===== src/rtl/alu_pkg.sv =====
// Shared ALU definitions: opcode constants, the packed command record and
// an opcode legality helper used by the command queue.
package alu_pkg;

    localparam logic [2:0] OP_ADD = 3'b000;
    localparam logic [2:0] OP_SUB = 3'b001;
    localparam logic [2:0] OP_MUL = 3'b010;
    localparam logic [2:0] OP_DIV = 3'b011;
    localparam logic [2:0] OP_AND = 3'b100;
    localparam logic [2:0] OP_OR  = 3'b101;

    // Width of the occupancy counter shared by the queue and its users.
    localparam int CNT_W = 4;

    typedef struct packed {
        logic [3:0] a;
        logic [3:0] b;
        logic [2:0] op;
    } alu_cmd_t;

    // Opcodes 110 and 111 have no ALU operation behind them.
    function automatic logic op_is_illegal(input logic [2:0] op);
        return op[2] & op[1];
    endfunction

endpackage


===== src/rtl/alu_cmd_queue.sv =====
// alu_cmd_queue: show-ahead FIFO of ALU commands with sticky error flags.
// Full queues refuse pushes (no bypass), illegal opcodes are consumed but
// not stored. Optional macro ALU_CMDQ_DIVZ_FILTER_EN also consumes and drops
// divide-by-zero commands and reports them on err_divz; without it err_divz
// is tied low and such commands are queued like any other.
module alu_cmd_queue
    import alu_pkg::*;
#(
    parameter int DEPTH = 4
) (
    input  logic             clk,
    input  logic             rst_n,
    input  logic             in_valid,
    output logic             in_ready,
    input  logic [3:0]       in_a,
    input  logic [3:0]       in_b,
    input  logic [2:0]       in_op,
    output logic             out_valid,
    input  logic             out_ready,
    output logic [3:0]       out_a,
    output logic [3:0]       out_b,
    output logic [2:0]       out_op,
    output logic [CNT_W-1:0] count,
    output logic             err_ovf,
    output logic             err_ill,
    output logic             err_divz,
    input  logic             clr_err
);

    localparam int              PTR_W     = (DEPTH > 1) ? $clog2(DEPTH) : 1;
    localparam logic [CNT_W-1:0] DEPTH_CNT = CNT_W'(DEPTH);

    alu_cmd_t mem [DEPTH];

    logic [PTR_W-1:0] wr_ptr_reg, wr_ptr_next;
    logic [PTR_W-1:0] rd_ptr_reg, rd_ptr_next;
    logic [CNT_W-1:0] count_reg, count_next;
    logic             err_ovf_reg, err_ill_reg;

    alu_cmd_t cmd_in;
    alu_cmd_t head;
    logic     accept;
    logic     ill_hit;
    logic     divz_hit;
    logic     push;
    logic     pop;
    logic     drop;

    assign cmd_in = '{a: in_a, b: in_b, op: in_op};

    // Handshake: readiness depends only on occupancy, so a full queue stays
    // closed even when the head is being consumed in the same cycle.
    assign in_ready  = (count_reg < DEPTH_CNT);
    assign out_valid = (count_reg != '0);
    assign accept    = in_valid & in_ready;
    assign drop      = in_valid & ~in_ready;
    assign ill_hit   = accept & op_is_illegal(in_op);

`ifdef ALU_CMDQ_DIVZ_FILTER_EN
    assign divz_hit  = accept & (in_op == OP_DIV) & (in_b == 4'd0);
`else
    assign divz_hit  = 1'b0;
`endif

    // Consumed-but-filtered commands complete the handshake without storage.
    assign push = accept & ~ill_hit & ~divz_hit;
    assign pop  = out_valid & out_ready;

    // Next-state for pointers and occupancy; pointers wrap naturally since
    // DEPTH is a power of two.
    always_comb begin
        wr_ptr_next = wr_ptr_reg;
        rd_ptr_next = rd_ptr_reg;
        count_next  = count_reg;
        if (push) begin
            wr_ptr_next = wr_ptr_reg + PTR_W'(1);
        end
        if (pop) begin
            rd_ptr_next = rd_ptr_reg + PTR_W'(1);
        end
        case ({push, pop})
            2'b10:   count_next = count_reg + CNT_W'(1);
            2'b01:   count_next = count_reg - CNT_W'(1);
            default: count_next = count_reg;
        endcase
    end

    // State register: reset discards every entry and any same-cycle traffic.
    always_ff @(posedge clk) begin
        if (!rst_n) begin
            wr_ptr_reg <= '0;
            rd_ptr_reg <= '0;
            count_reg  <= '0;
        end else begin
            wr_ptr_reg <= wr_ptr_next;
            rd_ptr_reg <= rd_ptr_next;
            count_reg  <= count_next;
        end
    end

    // Sticky error flags; a set event in the clearing cycle keeps the flag.
    always_ff @(posedge clk) begin
        if (!rst_n) begin
            err_ovf_reg <= 1'b0;
            err_ill_reg <= 1'b0;
        end else begin
            err_ovf_reg <= drop | (err_ovf_reg & ~clr_err);
            err_ill_reg <= ill_hit | (err_ill_reg & ~clr_err);
        end
    end

`ifdef ALU_CMDQ_DIVZ_FILTER_EN
    logic err_divz_reg;

    // Sticky divide-by-zero flag, same set-wins rule as the others.
    always_ff @(posedge clk) begin
        if (!rst_n) begin
            err_divz_reg <= 1'b0;
        end else begin
            err_divz_reg <= divz_hit | (err_divz_reg & ~clr_err);
        end
    end

    assign err_divz = err_divz_reg;
`else
    assign err_divz = 1'b0;
`endif

    // Storage entries: each slot captures the command when the write pointer
    // selects it. Contents are not reset; occupancy alone defines validity.
    generate
        for (genvar gi = 0; gi < DEPTH; gi++) begin : g_entry
            always_ff @(posedge clk) begin
                if (rst_n && push && (wr_ptr_reg == PTR_W'(gi))) begin
                    mem[gi] <= cmd_in;
                end
            end
        end
    endgenerate

    // Show-ahead head: present the oldest entry, force zeros when empty.
    always_comb begin
        head   = mem[rd_ptr_reg];
        out_a  = 4'd0;
        out_b  = 4'd0;
        out_op = 3'd0;
        if (out_valid) begin
            out_a  = head.a;
            out_b  = head.b;
            out_op = head.op;
        end
    end

    assign count   = count_reg;
    assign err_ovf = err_ovf_reg;
    assign err_ill = err_ill_reg;

endmodule


===== config.mk =====
export PLATFORM = sky130hd
export DESIGN_NAME = alu_cmd_queue
export DESIGN_NICKNAME = d
export VERILOG_FILES = /design/src/rtl/alu_pkg.sv /design/src/rtl/alu_cmd_queue.sv
export SDC_FILE = /design/constraint.sdc
export NUM_CORES = 1
export LEC_CHECK = 0
export ABC_AREA = 1
export CAP_MARGIN = 15
export CELL_PAD_IN_SITES_DETAIL_PLACEMENT = 1
export CELL_PAD_IN_SITES_GLOBAL_PLACEMENT = 2
export CORE_AREA = 4 4 93 95
export DETAILED_ROUTE_END_ITERATION = 8
export DIE_AREA = 0 0 97 99
export PLACE_DENSITY = 0.73
export SLEW_MARGIN = 20
export SYNTH_ARGS = -nofsm -noshare
export SYNTH_HDL_FRONTEND = slang
export SYNTH_SLANG_ARGS = --single-unit

===== constraint.sdc =====
create_clock -name clk -period 1.5 [get_ports clk]
set_input_delay 0.3 -clock clk [delete_from_list [all_inputs] [get_ports clk]]
set_output_delay 0.3 -clock clk [all_outputs]
set_load 0.005 [all_outputs]

==> impl_summary.log, run 1 <==
INFO  metric clkSlewWorstSetupHoldPaths = 90 ps
INFO  metric clock-root-buffer = clkbuf_8
INFO  metric synthesis.nets = 241
INFO  metric cap_viol_max_count = 0
INFO  metric required = 1200 ps
INFO  metric detailroute.via_count = 1851
INFO  metric totalNegativeSetupSlack = -5218 ps
INFO  metric async_flop_share = 0%
INFO  metric status = complete, but fails checks
INFO  metric core = 0.007727 mm²
INFO  metric worst_hold_path_type = flip-flop to flip-flop
INFO  metric maximum_number_of_pins_on_one_net_before_global_route_repair = 18
INFO  metric power_density_relative_to_cell_area = 1668 mW/mm²
INFO  metric clk-insertion-delay-late = 310 ps
INFO  metric ant_nets = 0
INFO  metric max_reg_flops = 44
INFO  metric tritoncts = yes
INFO  metric max_freq = 589.1 MHz
INFO  metric syn-cell-area = 0.002361 mm²
INFO  metric cp_capture_type = output pin
INFO  metric detailed_place_hpwl = 4026 µm
INFO  metric io_buffers = 34
INFO  metric hold_slack = 468.5 ps
INFO  metric synth.cells.most_frequent = nor2_1, edfxtp_1, o21ai_0
INFO  metric avgSynthCellArea = 10.78 µm²
INFO  metric routed_via_density = 4.570
INFO  metric timing_worst_setup_path_type = flip-flop to output pin
INFO  metric post-synth-top-count-cell = nor2_1
INFO  metric finalWeightedCongestion = 0.8011
INFO  metric cts_buffer_depth = 2
INFO  metric cellLeakagePower = 0.001324 µW
INFO  metric finalClockSkew = 5.172 ps
INFO  metric failed_checks = setup timing
INFO  metric hold_path_depth = 2
INFO  metric max_fanout_on_critical_path = 8
INFO  metric timing.final.setup_violations = 48
INFO  metric final_hold_viol_count = 0
INFO  metric final_layout_size_suffix_gt1_share = 35.31%
INFO  metric globalRouteOverflowTotal = 0
INFO  metric die_y = 99 µm
INFO  metric synth.ff_latch_count = 56
INFO  metric drt_drc_violations_left = 0
INFO  metric seq_area = 0.001578 mm²
INFO  metric dpl.cell_count = 378
INFO  metric postSynthCellCount = 219
INFO  metric grt_usage = 13.31%
INFO  metric design_power_total = 5774 µW
INFO  metric final_critical_path_setup_slack = -197.4 ps
INFO  metric final-instance-count-excl-fill = 405
INFO  metric worst-endpoint-arrival = 1400 ps
INFO  metric global_route_wire_length_before_repair = 9977 µm
INFO  metric yosysUniqueCellTypes = 21
INFO  metric finalMaxSlewViolations = 0
INFO  metric grt_pass1_vias = 1956
INFO  metric synth_flop_type = edfxtp_1
INFO  metric syn_to_final_growth = 46.63%
INFO  metric synth_top_cell_area_share = 55.96%
INFO  metric grt_setup_unrepaired = true
INFO  metric violation_count_after_the_first_detailed_route_iteration = 18
INFO  metric cts_made_buffers = 5
INFO  metric synth_enable_flop_cells = 44
INFO  metric grt_antenna_before_repair = 0
INFO  metric min_period = 1697 ps
INFO  metric ctsHoldBuffers = 0
INFO  metric io-pin-count = 36
INFO  metric largest_cells_by_area_after_synthesis = edfxtp_1, dfxtp_1, nor2_1, o21ai_0, a21oi_1
INFO  metric htreeDepth = 2
INFO  metric worst-r2r-cell-count = 8
INFO  metric design.die.area = 0.009603 mm²
INFO  metric post-synth-top-area-cell = edfxtp_1
INFO  metric route.final.wire_length = 6320 µm
INFO  metric detailedRoute.firstPassIterationCount = 4
INFO  metric crit_path_start_kind = flip-flop
INFO  metric effective_utilization_at_floorplan = 30.55%
INFO  metric final.fill_count = 853
INFO  metric die-width = 97 µm
INFO  metric final_net_count = 324
INFO  metric synth-seq-area-share = 66.14%
INFO  metric wl_per_instance = 15.60 µm
INFO  metric placement_rows = 32
INFO  metric antennaDiodeCount = 0
INFO  metric timing.final.crit_share = 113.2%
INFO  metric worst_ir_drop_vdd = 865.6 µV
INFO  metric area_taken_by_multi_input_logic_gates = 827.0 µm²
INFO  metric yosys_warnings = 0
INFO  metric clkSinkCount = 56
## cells in the final DEF (no fill, tap or decap), drive strengths merged, types with 6 or more instances in the layout
master,instances
a21oi,21
buf,63
clkdlybuf4s50,17
dfxtp,12
edfxtp,44
ha,6
inv,19
nand2,10
nand3,7
nor2,55
o21ai,29
## layer usage
layer / vias up / part of all wire, % / track usage, %
li1: 914 / - / -
met1: 899 / 42 / 15.50
met2: 31 / 53 / 24.95
met3: 7 / 3.1 / 2.548
met4: 0 / 1.2 / 3.564
met5: - / 0 / 0
## power breakdown
group / leakage (µW) / switching, µW / total, µW / internal [µW]
clock: 0.0000378 / 476 / 799 / 323
sequential: 0.000500 / 107 / 1970 / 1860
combinational: 0.000787 / 1470 / 3010 / 1530
total: 0.00132 / 2060 / 5770 / 3720
## final timing paths
check        slack (ps)                    to                  start
min                 470    err_ill$_SDFF_PN0_     err_ill$_SDFF_PN0_
min reg2reg         470    err_ill$_SDFF_PN0_     err_ill$_SDFF_PN0_
max                -200             out_op[0]              flip-flop
max reg2reg        -140  mem[3][10]$_DFFE_PP_  count[3]$_SDFFE_PN0P_
## final cells by class
class                           instances  area share [%]
Timing Repair Buffer                   84           22.12
Inverter                               19           2.205
Sequential cell                        56           45.57
Clock inverter                          3          0.5421
Multi-Input combinational cell        136           23.89
Tap cell                              102           3.686
Clock buffer                            5           1.988
## kinds of logic (layout without fill, tap and decap cells)
group / after synthesis / in the layout / synth area share [%]
xor gates and xnor gates: 2 / 2 / 0.7421
other: 1 / 1 / 0.1588
AOI/OAI and AO/OA: 51 / 51 / 11.39
and+or+nand+nor: 76 / 76 / 13.78
adders and majority gates: 6 / 6 / 3.180
DFF: 56 / 56 / 66.14
buffers and inverters: 27 / 111 / 4.610
## what timing repair did
action,4_1_cts,5_1_grt
pin swaps,25,16
buffers inserted,8,8
endpoints found under the setup margin,64,61
cloned,5,1
resized for setup,120,31
endpoints found under the hold margin,0,0
## critical path, stage by stage (launching register included)
cell,delay (ps)
dfxtp_4,380
buf_4,150
inv_6,70
buf_8,130
o21ai_1,70
a21oi_1,150
buf_2,140
## stage by stage
stage          worst slack, ps  util (%)  area [µm²]
3_3_place_gp            -460.7     39.69        3067
3_5_place_dp            -489.0     39.69        3067
2_1_floorplan           -129.6         -        2379
5_1_grt                 -262.1     44.80        3462
4_1_cts                 -192.2     43.28        3344
6_report                -197.4     44.80        3462
Power figures use the tool's default switching activity.
==> run 2: changes to the inputs <==
--- a/config.mk
+++ b/config.mk
@@ -9,9 +9,9 @@
 export CAP_MARGIN = 15
 export CELL_PAD_IN_SITES_DETAIL_PLACEMENT = 1
 export CELL_PAD_IN_SITES_GLOBAL_PLACEMENT = 2
-export CORE_AREA = 4 4 93 95
+export CORE_AREA = 2 2 91 93
 export DETAILED_ROUTE_END_ITERATION = 8
-export DIE_AREA = 0 0 97 99
+export DIE_AREA = 0 0 93 95
 export PLACE_DENSITY = 0.73
 export SLEW_MARGIN = 20
 export SYNTH_ARGS = -nofsm -noshare
==> run 2 against run 1 <==
Compared with the run above: the flow still finishes with violations (setup timing); critical path type unchanged; global-route usage increased by 1.3 points; wire length decreased by 5.5%; non-clock buffer count decreased by 7; clock skew increased by 3.5 ps; via count is 1.9% lower; hold slack better by 9.7 ps; clock power is 20% higher.
==> impl_summary.log, run 2 (synthesis results as in run 1) <==
INFO  metric power_density_relative_to_cell_area = 1712 mW/mm² (was 1668 mW/mm²)
INFO  metric timing.final.crit_share = 113.7% (was 113.2%)
INFO  metric max_freq = 586.2 MHz (was 589.1 MHz)
INFO  metric worst_ir_drop_vdd = 796.8 µV (was 865.6 µV)
INFO  metric max_reg_flops = 44 (unchanged)
INFO  metric detailroute.via_count = 1815 (was 1851)
INFO  metric io_buffers = 34 (unchanged)
INFO  metric cp_capture_type = output pin (unchanged)
INFO  metric drt_drc_violations_left = 0 (unchanged)
INFO  metric syn_to_final_growth = 46.32% (was 46.63%)
INFO  metric placement_rows = 33 (was 32)
INFO  metric clkSlewWorstSetupHoldPaths = 90 ps (about the same)
INFO  metric grt_antenna_before_repair = 0 (unchanged)
INFO  metric detailed_place_hpwl = 3787 µm (was 4026 µm)
INFO  metric clock-root-buffer = clkbuf_8 (unchanged)
INFO  metric min_period = 1706 ps (was 1697 ps)
INFO  metric cellLeakagePower = 0.001321 µW (was 0.001324 µW)
INFO  metric worst_hold_path_type = flip-flop to flip-flop (unchanged)
INFO  metric worst-endpoint-arrival = 1410 ps (was 1400 ps)
INFO  metric grt_setup_unrepaired = true (unchanged)
INFO  metric die-width = 93 µm (was 97 µm)
INFO  metric final_net_count = 317 (was 324)
INFO  metric violation_count_after_the_first_detailed_route_iteration = 32 (was 18)
INFO  metric place_ws = -508.2 ps (was -489.0 ps)
INFO  metric effective_utilization_at_floorplan = 29.78% (was 30.55%)
INFO  metric clk-insertion-delay-late = 300 ps (was 310 ps)
INFO  metric failed_checks = setup timing (unchanged)
INFO  metric final.fill_count = 883 (was 853)
INFO  metric max_fanout_on_critical_path = 4 (was 8)
INFO  metric grt_pass1_vias = 1953 (was 1956)
INFO  metric final-instance-count-excl-fill = 401 (was 405)
INFO  metric cap_viol_max_count = 0 (unchanged)
INFO  metric finalClockSkew = 8.713 ps (was 5.172 ps)
INFO  metric status = complete, but fails checks (unchanged)
INFO  metric globalRouteOverflowTotal = 0 (unchanged)
INFO  metric timing_worst_setup_path_type = flip-flop to output pin (unchanged)
INFO  metric ant_nets = 0 (unchanged)
INFO  metric layout_commonest_cell = edfxtp_1
INFO  metric crit_path_start_kind = flip-flop (unchanged)
INFO  metric routed_via_density = 4.526 (was 4.570)
INFO  metric global_route_wire_length_before_repair = 9839 µm (was 9977 µm)
INFO  metric tritoncts = yes (unchanged)
INFO  metric wl_per_instance = 14.89 µm (was 15.60 µm)
INFO  metric die_y = 95 µm (was 99 µm)
INFO  metric required = 1200 ps (about the same)
INFO  metric detailedRoute.firstPassIterationCount = 3 (was 4)
INFO  metric finalMaxSlewViolations = 0 (unchanged)
INFO  metric grt_usage = 14.60% (was 13.31%)
INFO  metric timing.final.setup_violations = 58 (was 48)
INFO  metric clkSinkCount = 56 (unchanged)
INFO  metric antennaDiodeCount = 0 (unchanged)
INFO  metric htreeDepth = 2 (unchanged)
INFO  metric design.die.area = 0.008835 mm² (was 0.009603 mm²)
INFO  metric io-pin-count = 36 (unchanged)
INFO  metric core = 0.007928 mm² (was 0.007727 mm²)
INFO  metric route.final.wire_length = 5970 µm (was 6320 µm)
INFO  metric final_layout_size_suffix_gt1_share = 36.49% (was 35.31%)
INFO  metric maximum_number_of_pins_on_one_net_before_global_route_repair = 17 (was 18)
INFO  metric mostFrequentLayoutCells = edfxtp_1, nor2_1, buf_4, a21oi_1, buf_6 (was nor2_1, edfxtp_1, buf_4, a21oi_1, buf_6)
INFO  metric final_hold_viol_count = 0 (unchanged)
INFO  metric cts_made_buffers = 5 (unchanged)
INFO  metric cts_buffer_depth = 2 (unchanged)
INFO  metric finalWeightedCongestion = 0.8269 (was 0.8011)
INFO  metric final_critical_path_setup_slack = -206.0 ps (was -197.4 ps)
INFO  metric dpl.cell_count = 379 (was 378)
[run 2: cell count changes in the layout (fill, tap and decap cells not counted), sizes merged]
cell | before | now
buf | 63 | 55
dlygate4sd2 | 2 | 5
clkbuf | 5 | 7
clkdlybuf4s15 | 2 | 0
bufinv | 0 | 1
clkdlybuf4s50 | 17 | 16
clkinvlp | 2 | 1
inv | 19 | 18
[run 2: final cells by class]
type	instances	area, µm²	share of cell area [%]
clock inverters	2	35.03	1.014
flip-flops and latches	56	1572	45.49
inverters	19	77.57	2.246
clock buffers	6	72.57	2.101
well taps	105	131.4	3.803
repair buffers	77	698.2	20.21
multi-input cells	136	868.3	25.14
[run 2: per-layer routing]
layer	track usage (%)	share of wire, %
met2	28.99	54
met1	16.64	43
met3	1.915	2.9
met5	0	0
met4	2.941	0.60
[run 2: report_power, final]
group / internal, µW / leakage (µW) / total [µW] / switching (µW)
clock: 496 / 0.0000552 / 955 / 459
sequential: 1850 / 0.000499 / 1960 / 110
combinational: 1510 / 0.000767 / 3000 / 1490
[run 2: worst paths after layout]
check,from,end,slack [ps],depth (start not counted)
worst max-delay path,flip-flop,out_b[3],-210,7
worst min-delay path,err_ovf$_SDFF_PN0_,err_ovf$_SDFF_PN0_,480,2
worst max register to register,count[2]$_SDFFE_PN0P_,count[2]$_SDFFE_PN0P_,-140,12
worst min register to register,err_ovf$_SDFF_PN0_,err_ovf$_SDFF_PN0_,480,2
[run 2: stage by stage]
step | setup TNS (ps) | hold slack (ps) | instance area [µm²] | utilization (%) | power [µW]
3_5_place_dp | -22780 | 459.3 | 3055 | 38.54 | 4542
3_3_place_gp | -21780 | 455.4 | 3055 | 38.54 | 4488
5_1_grt | -10190 | 500.3 | 3455 | 43.58 | 6327
6_report | -5503 | 478.3 | 3455 | 43.58 | 5916
2_1_floorplan | -5863 | 398.9 | 2379 | - | 3058
4_1_cts | -3416 | 476.0 | 3410 | 43.01 | 5743
[run 2: worst max-delay path, stage by stage (launching register included)]
cell,delay (ps)
dfxtp_4,390
buf_6,110
buf_6,90
nor2_2,30
nor2_1,90
o21ai_1,70
a21oi_1,180
buf_2,150
[run 2: repair_timing]
item                       in CTS  in global routing
setup endpoints to repair      64                 60
gates resized for setup       120                 21
cloned                          4                  0
setup buffers                   7                  5
hold buffers                    0                  0
pin swaps                      28                 13
==> run 3: changes to the inputs <==
--- a/config.mk
+++ b/config.mk
@@ -9,9 +9,9 @@
 export CAP_MARGIN = 15
 export CELL_PAD_IN_SITES_DETAIL_PLACEMENT = 1
 export CELL_PAD_IN_SITES_GLOBAL_PLACEMENT = 2
-export CORE_AREA = 2 2 91 93
+export CORE_AREA = 2 2 101 84
 export DETAILED_ROUTE_END_ITERATION = 8
-export DIE_AREA = 0 0 93 95
+export DIE_AREA = 0 0 103 86
 export PLACE_DENSITY = 0.73
 export SLEW_MARGIN = 20
 export SYNTH_ARGS = -nofsm -noshare
==> run 3 against run 2 <==
Compared with the run above: the flow still finishes with violations (setup timing); power fell by 1.0%; core utilization rose by 1.9 points; global-route usage rose by 0.10 points; sequential share of layout area shrank 0.89 points; wire length rose by 2.2%; non-clock buffer count grew 6; combinational power rose by 2%; count of clock-buffer cells in the layout down 1; largest cell class unchanged; largest power group unchanged; highest routed layer unchanged.
==> impl_summary.log, run 3 (synthesis results as in run 1) <==
INFO  metric post_layout_util = 45.52% (was 43.58%)
INFO  metric final_layout_size_suffix_gt1_share = 39.27% (was 36.49%)
INFO  metric placement_rows = 29 (was 33)
INFO  metric detailed_place_hpwl = 4025 µm (was 3787 µm)
INFO  metric maximum_number_of_pins_on_one_net_before_global_route_repair = 19 (was 17)
INFO  metric clk-insertion-delay-late = 310 ps (was 300 ps)
INFO  metric io_buffers = 34 (unchanged)
INFO  metric cap_viol_max_count = 0 (unchanged)
INFO  metric worst-r2r-setup-slack = -160 ps (was -140 ps)
INFO  metric cp_capture_type = output pin (unchanged)
INFO  metric io-pin-count = 36 (unchanged)
INFO  metric detailedRoute.firstPassIterationCount = 4 (was 3)
INFO  metric status = complete, but fails checks (unchanged)
INFO  metric worst_hold_path_type = flip-flop to flip-flop (unchanged)
INFO  metric cts_made_buffers = 5 (unchanged)
INFO  metric drt_drc_violations_left = 0 (unchanged)
INFO  metric effective_utilization_at_floorplan = 30.41% (was 29.78%)
INFO  metric violation_count_after_the_first_detailed_route_iteration = 28 (was 32)
INFO  metric final_hold_viol_count = 0 (unchanged)
INFO  metric grt_antenna_before_repair = 0 (unchanged)
INFO  metric required = 1200 ps (about the same)
INFO  metric max_reg_flops = 44 (unchanged)
INFO  metric timing_worst_setup_path_type = flip-flop to output pin (unchanged)
INFO  metric met2RoutedLength = 3065 µm (was 3206 µm)
INFO  metric route.final.wire_length = 6103 µm (was 5970 µm)
INFO  metric clkSlewWorstSetupHoldPaths = 100 ps (was 90 ps)
INFO  metric crit_path_start_kind = flip-flop (unchanged)
INFO  metric die-width = 103 µm (was 93 µm)
INFO  metric grt_usage = 14.70% (was 14.60%)
INFO  metric failed_checks = setup timing (unchanged)
INFO  metric routed_via_density = 4.436 (was 4.526)
INFO  metric hold_path_depth = 2 (unchanged)
INFO  metric final_critical_path_setup_slack = -217.2 ps (was -206.0 ps)
INFO  metric top_layer_used = met4 (unchanged)
INFO  metric cellLeakagePower = 0.001353 µW (was 0.001321 µW)
INFO  metric dpl.cell_count = 385 (was 379)
INFO  metric tritoncts = yes (unchanged)
INFO  metric grt_setup_unrepaired = true (unchanged)
INFO  metric grt_pass1_vias = 1965 (was 1953)
INFO  metric worst-endpoint-arrival = 1420 ps (was 1410 ps)
INFO  metric core = 0.007765 mm² (was 0.007928 mm²)
INFO  metric clkSinkCount = 56 (unchanged)
INFO  metric globalRouteOverflowTotal = 0 (unchanged)
INFO  metric final-instance-count-excl-fill = 411 (was 401)
INFO  metric power_density_relative_to_cell_area = 1656 mW/mm² (was 1712 mW/mm²)
INFO  metric worstReg2RegStart = count[2]$_SDFFE_PN0P_ (unchanged)
INFO  metric wl_per_instance = 14.85 µm (was 14.89 µm)
INFO  metric htreeDepth = 2 (unchanged)
INFO  metric design.die.area = 0.008858 mm² (was 0.008835 mm²)
INFO  metric min_to = err_ovf$_SDFF_PN0_ (unchanged)
INFO  metric mostFrequentLayoutCells = edfxtp_1, nor2_1, buf_6, buf_4, a21oi_1 (was edfxtp_1, nor2_1, buf_4, a21oi_1, buf_6)
INFO  metric worst_ir_drop_vdd = 472.3 µV (was 796.8 µV)
INFO  metric layout_commonest_cell = edfxtp_1 (unchanged)
INFO  metric timing.final.crit_share = 114.5% (was 113.7%)
INFO  metric r2r-end = count[2]$_SDFFE_PN0P_ (unchanged)
INFO  metric cts_buffer_depth = 2 (unchanged)
INFO  metric global_route_wire_length_before_repair = 9791 µm (was 9839 µm)
INFO  metric max_freq = 582.3 MHz (was 586.2 MHz)
INFO  metric max_fanout_on_critical_path = 3 (was 4)
INFO  metric worst-r2r-cell-count = 12 (unchanged)
INFO  metric timing.final.setup_violations = 14 (was 58)
INFO  metric wl_met1 = 2810 µm (was 2555 µm)
INFO  metric finalMaxSlewViolations = 0 (unchanged)
INFO  metric ant_nets = 0 (unchanged)
INFO  metric finalClockSkew = 4.964 ps (was 8.713 ps)
INFO  metric finalWeightedCongestion = 0.8888 (was 0.8269)
INFO  metric min_period = 1717 ps (was 1706 ps)
INFO  metric antennaDiodeCount = 0 (unchanged)
INFO  metric clock-root-buffer = clkbuf_8 (unchanged)
INFO  metric worst_hold_startpoint = err_ovf$_SDFF_PN0_ (unchanged)
INFO  metric place_ws = -485.8 ps (was -508.2 ps)
INFO  metric final_net_count = 324 (was 317)
INFO  metric wl_met3 = 155 µm (was 172 µm)
INFO  metric syn_to_final_growth = 49.71% (was 46.32%)
INFO  metric final.fill_count = 866 (was 883)
INFO  metric die_y = 86 µm (was 95 µm)
INFO  metric detailroute.via_count = 1823 (was 1815)
==> run 3: cell count changes in the layout (fill, tap and decap cells not counted), moves of 3 or more <==
cell,before,now
nor2_4,9,14
nand3_2,5,2
o21ai_0,12,8
a21oi_1,20,17
nand3_1,1,4
o21ai_2,2,5
buf_6,19,24
a21oi_2,1,4
nor2_2,8,4
==> run 3: area by class of cell <==
type                    count  area (µm²)  share of cell area, %
well taps                 108       135.1                  3.823
inverters                  19       77.57                  2.195
clock buffers               5       68.82                  1.947
repair inverters            1       7.507                 0.2124
flip-flops and latches     56        1577                  44.60
clock inverters             3       22.52                 0.6372
multi-input cells         136       903.4                  25.56
repair buffers             83       743.2                  21.03
==> run 3: layer usage <==
| metal | track usage, % | vias to the layer above |
|---|---|---|
| met3 | 3.178 | 5 |
| met1 | 19.21 | 883 |
| li1 | - | 913 |
| met5 | 0 | - |
| met2 | 24.26 | 22 |
| met4 | 4.785 | 0 |
==> run 3: critical path, stage by stage, from the launching register on <==
cell and delay (ps):
dfxtp_4 400, clkinvlp_4 110, buf_6 130, buf_6 110, nor2_4 60, o21ai_1 60
a21oi_1 120, buf_2 130
==> run 3: repair_timing <==
action / in CTS / in global routing
endpoints found under the setup margin: 64 / 61
resized for setup: 119 / 47
pin swaps: 33 / 17
hold buffers: 0 / 0
setup buffers: 11 / 3
cloned: 3 / 1
==> run 3: worst max path at each step <==
stage                            endpoint  slack (ps)                  start  depth (start not counted)
floorplan             mem[0][0]$_DFFE_PP_        -130  count[2]$_SDFFE_PN0P_                          3
global placement    count[1]$_SDFFE_PN0P_        -460               in_op[1]                          8
detailed placement  count[1]$_SDFFE_PN0P_        -490               in_op[1]                          8
CTS                              out_a[3]        -250              flip-flop                          7
global route                     out_a[3]        -300              flip-flop                          7
finish                           out_b[0]        -220              flip-flop                          7
==> run 3: report_power, final <==
group / leakage [µW] / switching (µW) / total, µW / internal, µW
sequential: 0.000500 / 119 / 1980 / 1860
combinational: 0.000805 / 1560 / 3050 / 1490
clock: 0.0000485 / 492 / 828 / 336
total: 0.00135 / 2170 / 5860 / 3690
==> run 3: per-stage QoR <==
stage	TNS, ps	total power, µW	hold slack (ps)	cell area [µm²]
after floorplan	-5863	3058	398.9	2379
after global placement	-19740	4494	456.1	3057
after detailed placement	-21140	4541	462.3	3057
after CTS	-2571	5549	476.8	3368
after global routing	-3478	6228	508.4	3535
final	-2264	5855	469.7	3535
